## src/rtl/outagu.sv

```systemverilog
// Output address generation unit: walks a 4-deep loop nest (bit-plane, i0, i1, i2)
// and emits one registered write address per accepted step. Define OUTAGU_ERR_EN for the sticky err output.
module outagu #(
  parameter int BPREC    = 6,
  parameter int BDBANKA  = 15,
  parameter int BWLENGTH = 8
) (
  input  logic                clk,
  input  logic                rst,
  input  logic                start,
  input  logic                step,
  input  logic [BPREC-1:0]    oprecision,
  input  logic [BDBANKA-1:0]  ostride0,
  input  logic [BDBANKA-1:0]  ostride1,
  input  logic [BDBANKA-1:0]  ostride2,
  input  logic [BWLENGTH-1:0] olength0,
  input  logic [BWLENGTH-1:0] olength1,
  input  logic [BWLENGTH-1:0] olength2,
  input  logic [BDBANKA-1:0]  obaseaddr,
  output logic [BDBANKA-1:0]  oaddr_out,
  output logic                we_out,
  output logic                busy,
  output logic                done
`ifdef OUTAGU_ERR_EN
  ,
  output logic                err
`endif
);

  typedef enum logic {IDLE, RUN} state_t;

  state_t              state_q, state_d;
  logic [BPREC-1:0]    plast_q, plast_d, p_q, p_d;
  logic [BWLENGTH-1:0] l0last_q, l0last_d, l1last_q, l1last_d, l2last_q, l2last_d;
  logic [BWLENGTH-1:0] i0_q, i0_d, i1_q, i1_d, i2_q, i2_d;
  logic [BDBANKA-1:0]  s0_q, s0_d, s1_q, s1_d, s2_q, s2_d;
  logic [BDBANKA-1:0]  addr_q, addr_d, ptr0_q, ptr0_d, ptr1_q, ptr1_d, ptr2_q, ptr2_d;
  logic [BDBANKA-1:0]  oaddr_q, oaddr_d;
  logic                we_q, we_d, done_q, done_d;
  logic [BDBANKA-1:0]  nxt;

  // ptrK holds the address of the first element at loop level K; addr_q is the
  // address of the next write. Lengths/precision are stored as "last index".
  always_comb begin
    state_d  = state_q;
    plast_d  = plast_q;
    l0last_d = l0last_q;
    l1last_d = l1last_q;
    l2last_d = l2last_q;
    s0_d     = s0_q;
    s1_d     = s1_q;
    s2_d     = s2_q;
    p_d      = p_q;
    i0_d     = i0_q;
    i1_d     = i1_q;
    i2_d     = i2_q;
    addr_d   = addr_q;
    ptr0_d   = ptr0_q;
    ptr1_d   = ptr1_q;
    ptr2_d   = ptr2_q;
    oaddr_d  = oaddr_q;
    we_d     = 1'b0;
    done_d   = 1'b0;
    nxt      = '0;
    case (state_q)
      IDLE: begin
        if (start) begin
          state_d  = RUN;
          plast_d  = (oprecision == '0) ? '0 : oprecision - BPREC'(1);
          l0last_d = (olength0 == '0) ? '0 : olength0 - BWLENGTH'(1);
          l1last_d = (olength1 == '0) ? '0 : olength1 - BWLENGTH'(1);
          l2last_d = (olength2 == '0) ? '0 : olength2 - BWLENGTH'(1);
          s0_d     = ostride0;
          s1_d     = ostride1;
          s2_d     = ostride2;
          p_d      = '0;
          i0_d     = '0;
          i1_d     = '0;
          i2_d     = '0;
          addr_d   = obaseaddr;
          ptr0_d   = obaseaddr;
          ptr1_d   = obaseaddr;
          ptr2_d   = obaseaddr;
        end
      end
      RUN: begin
        if (step) begin
          we_d    = 1'b1;
          oaddr_d = addr_q;
          if (p_q != plast_q) begin
            p_d    = p_q + BPREC'(1);
            addr_d = addr_q + BDBANKA'(1);
          end else begin
            p_d = '0;
            if (i0_q != l0last_q) begin
              i0_d   = i0_q + BWLENGTH'(1);
              nxt    = ptr0_q + s0_q;
              ptr0_d = nxt;
              addr_d = nxt;
            end else begin
              i0_d = '0;
              if (i1_q != l1last_q) begin
                i1_d   = i1_q + BWLENGTH'(1);
                nxt    = ptr1_q + s1_q;
                ptr1_d = nxt;
                ptr0_d = nxt;
                addr_d = nxt;
              end else begin
                i1_d = '0;
                if (i2_q != l2last_q) begin
                  i2_d   = i2_q + BWLENGTH'(1);
                  nxt    = ptr2_q + s2_q;
                  ptr2_d = nxt;
                  ptr1_d = nxt;
                  ptr0_d = nxt;
                  addr_d = nxt;
                end else begin
                  i2_d    = '0;
                  done_d  = 1'b1;
                  state_d = IDLE;
                end
              end
            end
          end
        end
      end
      default: state_d = IDLE;
    endcase
  end

  always_ff @(posedge clk or posedge rst) begin
    if (rst) begin
      state_q  <= IDLE;
      plast_q  <= '0;
      l0last_q <= '0;
      l1last_q <= '0;
      l2last_q <= '0;
      s0_q     <= '0;
      s1_q     <= '0;
      s2_q     <= '0;
      p_q      <= '0;
      i0_q     <= '0;
      i1_q     <= '0;
      i2_q     <= '0;
      addr_q   <= '0;
      ptr0_q   <= '0;
      ptr1_q   <= '0;
      ptr2_q   <= '0;
      oaddr_q  <= '0;
      we_q     <= 1'b0;
      done_q   <= 1'b0;
    end else begin
      state_q  <= state_d;
      plast_q  <= plast_d;
      l0last_q <= l0last_d;
      l1last_q <= l1last_d;
      l2last_q <= l2last_d;
      s0_q     <= s0_d;
      s1_q     <= s1_d;
      s2_q     <= s2_d;
      p_q      <= p_d;
      i0_q     <= i0_d;
      i1_q     <= i1_d;
      i2_q     <= i2_d;
      addr_q   <= addr_d;
      ptr0_q   <= ptr0_d;
      ptr1_q   <= ptr1_d;
      ptr2_q   <= ptr2_d;
      oaddr_q  <= oaddr_d;
      we_q     <= we_d;
      done_q   <= done_d;
    end
  end

  assign oaddr_out = oaddr_q;
  assign we_out    = we_q;
  assign done      = done_q;
  assign busy      = (state_q == RUN);

`ifdef OUTAGU_ERR_EN
  logic err_q, err_d;

  // An accepted start clears the flag even if step is also high that cycle.
  always_comb begin
    err_d = err_q;
    if (state_q == IDLE && start)
      err_d = 1'b0;
    else if ((state_q == IDLE && step) || (state_q == RUN && start))
      err_d = 1'b1;
  end

  always_ff @(posedge clk or posedge rst) begin
    if (rst) err_q <= 1'b0;
    else     err_q <= err_d;
  end

  assign err = err_q;
`endif

endmodule

```

## config.mk

```make
export PLATFORM = sky130hd
export DESIGN_NAME = outagu
export DESIGN_NICKNAME = d
export VERILOG_FILES = /design/src/rtl/outagu.sv
export SDC_FILE = /design/constraint.sdc
export NUM_CORES = 1
export LEC_CHECK = 0
export ABC_AREA = 1
export ABC_CLOCK_PERIOD_IN_PS = 8400
export BUFFER_PORTS_ARGS = -buffer_cell sky130_fd_sc_hd__buf_2
export CAP_MARGIN = 20
export CORE_MARGIN = 2
export CORE_UTILIZATION = 57
export CTS_CLUSTER_DIAMETER = 150
export CTS_CLUSTER_SIZE = 25
export DETAILED_ROUTE_END_ITERATION = 8
export GPL_TIMING_DRIVEN = 0
export PLACE_DENSITY = 0.77
export SLEW_MARGIN = 10
export SYNTH_ARGS = -nofsm -noshare
export SYNTH_HDL_FRONTEND = slang
export SYNTH_SLANG_ARGS = --single-unit
```

## constraint.sdc

```tcl
create_clock -name clk -period 8.4 [get_ports clk]
set_input_delay 1.26 -clock clk [delete_from_list [all_inputs] [get_ports clk]]
set_output_delay 1.26 -clock clk [all_outputs]
set_load 0.01 [all_outputs]
```

# After elaboration in Yosys (flattened, before gate mapping)
# Index checks and enable logic that the tools add are counted.
# word_totals
in_bits	94
regBits	183
word_cells	117
output_inout_bits	18
# op_classes
n_reduce_logical	14
mux	58
n_eq_ne	13
addsub	12
bitwise_logic	1
# op_table
operator	count
two-way mux 15 bit	15
two-way mux 8 bit	16
one-hot mux 15 bit (2 select lines)	4
one-hot mux 8 bit (2 select lines)	3
adder 15 bit	3
adder 8 x 1 -> 8 bit, second input constant	3
zero test 8 bit	3
two-way mux 6 bit	4
!= test 8 bit	3
subtractor 8 x 1 -> 8 bit, second input constant	3
adder 15 x 1 -> 15 bit, second input constant	1
two-way mux 1 bit	14
one-hot mux 6 bit (2 select lines)	1
!= test 2 bit, second input constant	5
AND reduction 5 bit	2
AND reduction 4 bit	2
adder 6 x 1 -> 6 bit, second input constant	1
zero test 6 bit	1
!= test 6 bit	1
AND reduction 2 bit	3
AND reduction 3 bit	2
AND reduction 6 bit	1
subtractor 6 x 1 -> 6 bit, second input constant	1
!= test 5 x 1 -> 1 bit, second input constant	1
5 further kinds	5

# Longest topological paths before layout
# depth
ltp_word	7
ltp_mapped	16
depth_no_buf	16

# Least setup slack after synthesis
# No wires, ideal clock.
# synth_timing
kind	in2reg
startpoint	input olength1[0]
endpoint	register l1last_q[0]
path_slack_ns	5.630
arrival_time_ns	2.610
path_stages	6
t_required_ns	8.241
path_buffers	0
setup_ns	0.159
path_cell_list	inv_1 > ha_1 > nand2_1 > or3_1 > o31ai_1 > o22ai_1
# synth_via
elab_chain_len	2
elab_cells_between_ends	3
classes_between	add/sub (1); mux (1); reduce/logical (1)
# synth_lines
element	line	source
start, declared	17	input logic [BWLENGTH-1:0] olength1,
subtractor 8 x 1 -> 8 bit / zero test 8 bit (equally long branches)	71	l1last_d = (olength1 == '0) ? '0 : olength1 - BWLENGTH'(1);
two-way mux 8 bit *	71	
end signal, assigned	156	l1last_q <= l1last_d;
end, declared	34	logic [BWLENGTH-1:0] l0last_q, l0last_d, l1last_q, l1last_d, l2last_q, l2last_d;
# Every way passes the cells marked *; elsewhere a longest branch is shown, timed or not.
# A chain may end at the register's enable or synchronous reset.

# Worst setup path in the final report
# layout_timing
startpoint	input start
endpoint	register s2_q[4]
# layout_via
elab_chain_len	1
# layout_lines
element	line	source
start, declared	10	input logic start,
AND reduction 2 bit (no line)	--	
end signal, assigned	140	s2_q <= '0;
end signal, assigned	160	s2_q <= s2_d;
end, declared	36	logic [BDBANKA-1:0] s0_q, s0_d, s1_q, s1_d, s2_q, s2_d;
# Every way passes these cells.

==> metrics.md <==
| Metric | Value |
|---|---|
| Status | `complete, no violations` |
| Multi-input logic area | `6140 um^2` |
| Num ports | `112` |
| Hold Path Class | `flop to flop` |
| Final hold slack | `476 ps` |
| Maximum operating frequency | `305 MHz` |
| Vias | `11.2k` |
| # fillers | `1837` |
| # nets final | `1923` |
| RSZ-0062 raised after global routing | `false` |
| Setup TNS | `0 ps` |
| Max cap viols | `0` |
| DR WL met2 | `15300 um` |
| Dpl hpwl | `26000 um` |
| Routed len/inst | `16.4 um` |
| Sequential-to-total area share from yosys stat | `0.391` |
| Worst EP required | `8780 ps` |
| DRT Wirelength | `33800 um` |
| GRT Overall Usage | `0.321` |
| Synth top area share | `0.391` |
| Post-synth EDFFs | `0` |
| H-tree depth | `4` |
| Crit path cell chain | `buf_2, inv_1, nor2_1, clkbuf_1, clkbuf_1, clkbuf_1, nand2_1, nand2_1` |
| Grt total ovfl | `0` |
| Slowest cell on crit path | `clkbuf_1` |
| CTS resizes | `0` |
| Input/output buffers | `111` |
| Crit path DAT | `3660 ps` |
| Setup-failing EPs final | `0` |
| Vias/cell | `5.46` |
| FF/Latch Area | `4580 um^2` |
| Drt first pass iters | `8` |
| CTS clk-pin slew, worst paths | `70 ps` |
| Fraction of layout cells with a size suffix above 1 | `0.106` |
| Worst setup path class | `input pin to flop` |
| CTS root buffer | `clkbuf_16` |
| CP max stage delay | `800 ps` |
| Final instance area | `13200 um^2` |
| Core Rows | `52` |
| Asr flop ratio synth | `1.00` |
| Residual DRC | `0` |
| YS warnings | `0` |
| Vias in the first global route | `10.6k` |
| Global-route wire length before repair | `54800 um` |
| Worst setup SP type | `input pin` |
| Final Hold Viols | `0` |
| Max VDD drop | `0.150 mV` |
| Die area | `21700 um^2` |
| DRT antenna net count | `0` |
| Largest net degree at the start of global routing | `117` |
| Endpoint class of the critical path | `flop` |
| Worst R2R End | `s2_q[4]` |
| Top cells by area, synth | `dfrtp_1, nand2_1, inv_1` |
| Gate power share | `0.362` |
| Min-delay src | `oaddr_out[14]` |
| Sequential power share | `0.381` |
| Highest Signal Layer | `met4` |
| Final worst-path cycle share | `0.391` |
| Clock Latency Late Sink | `440 ps` |
| Most used standard cell by instance count after synthesis | `nand2_1` |
| Leakage | `7.20 nW` |
| Starting Density | `0.581` |
| Max clock buf depth | `2` |
| Largest area contributor in the netlist | `dfrtp_1` |
| Worst hold endpoint | `oaddr_out[14]` |
| Syn-to-layout area delta | `13.0%` |
| Gpl congestion | `0.996` |
| Internal power | `1.96 mW` |
| Num CTS Buffers | `17` |
| Worst reg-to-reg path cell count | `6` |
| Post-Syn Area | `11700 um^2` |
| Max-slew headroom | `0.312` |
| Worst hold stages | `2` |
| CTS tree | `done` |
| Clock power share | `0.257` |
| Sw Ratio | `0.392` |
| Non-filler cells, final | `2055` |
| Leading cell types by count after synthesis | `nand2_1, inv_1, dfrtp_1` |
| Slack of the critical path | `5120 ps` |
| Clock Sinks | `183` |
| R2r setup slk | `5640 ps` |
| CP Max Fanout | `10` |
| Most used cell, CP | `clkbuf_1` |
| Cells after DPL | `2025` |
| Syn_area_per_cell | `7.13 um^2` |
| Core Area | `20200 um^2` |
| CTS Hold Bufs | `0` |
| Predominant post-synthesis flop cell | `dfrtp_1` |
| Reg-to-reg critical path startpoint | `busy` |
| Syn nets | `1792` |
| Worst-margin pin slew | `1030 ps` |
| Min Tclk post-route | `3280 ps` |
| Total net switching power | `1.27 mW` |
| Setup WS pre-CTS | `4700 ps` |
| Met3 WL | `2550 um` |
| Final slew viol count | `0` |
| Post-CTS Setup Bufs | `0` |
| Post-Syn Instances | `1643` |
| Initial antenna violation count | `0` |
| PD cells | `244 nW/um^2` |
| #FFs+latches synth | `183` |
| Met1 wire length | `14800 um` |
| DP Area | `12600 um^2` |
| Final Util | `0.656` |
| Tot Pwr | `3.23 mW` |
| N_diodes | `0` |
| Number of distinct library cells after synthesis | `41` |
| Die H | `147 um` |
| Clock Skews | `11.4 ps` |
| Die width | `147 um` |
| DR iter-0 viols | `1058` |
layout make-up:
class,count,area share
inverter,201,0.0576
timing repair buffer,112,0.0441
sequential,183,0.346
clock inverter,11,0.0105
clock buffer,19,0.0342
buffer,40,0.0174
tap,270,0.0255
multi-input combinational,1219,0.464
worst max-delay path by stage:
stage | from | endpoint | slack, ps | cells past startpoint
floorplan | rst | addr_q[0] | 2170 | 1
global placement | rst | oaddr_out[6] | 100 | 2
detailed placement | start | s2_q[4] | 4700 | 8
CTS | start | s2_q[4] | 5160 | 8
global route | start | s2_q[8] | 4950 | 8
finish | start | s2_q[4] | 5120 | 8
layout by cell type (no fill, tap or decap), types with 17 or more instances in the layout:
cell type	instances
inv_1	187
nor2_1	126
nand3_1	134
ha_1	52
nor3_1	35
o22ai_1	24
dfrtp_1	183
xnor2_1	19
a21oi_1	68
xor2_1	52
nand2_1	553
clkbuf_1	19
buf_2	118
clkbuf_16	17
nand4_1	26
o21ai_0	75
worst max-delay path, delay by kind of cell:
family,cells,cell delay (ps)
AND/OR/NAND/NOR,3,360
buffers and inverters,5,2020
sequential cells by signal (all words and copies together) (netlist names):
signal and count:
p_q 6, l1last_q 8, ptr1_q 15, addr_q 15, i1_q 8, l0last_q 8, oaddr_out 15, plast_q 6
s1_q 15, done 1, ptr0_q 15, ptr2_q 15, s0_q 15, we_out 1, s2_q 15, i2_q 8
l2last_q 8, busy 1, i0_q 8
kinds of logic (layout without fill, tap and decap cells):
logic type      after synthesis  in the layout  synth area share
buf+inv                     241            383            0.0841
simple gates                900            900             0.323
compound gates              193            193            0.0883
fa+ha+maj                    55             55            0.0607
flops                       183            183             0.391
xor+xnor                     71             71            0.0531
power by group through the flow:
stage	combinational (mW)	sequential, mW	clock [mW]
finish	1.17	1.23	0.831
global route	1.32	1.25	0.873
CTS	1.15	1.23	0.839
detailed placement	1.14	1.24	0
global placement	1.11	1.23	0
floorplan	0.850	1.20	0
per-layer routing:
| layer | GRT usage | vias to the layer above |
|---|---|---|
| met3 | 0.0422 | 67 |
| li1 | - | 5540 |
| met2 | 0.518 | 427 |
| met5 | 0 | - |
| met1 | 0.449 | 5190 |
| met4 | 0.113 | 0 |
(Power assumes the default switching activity.)
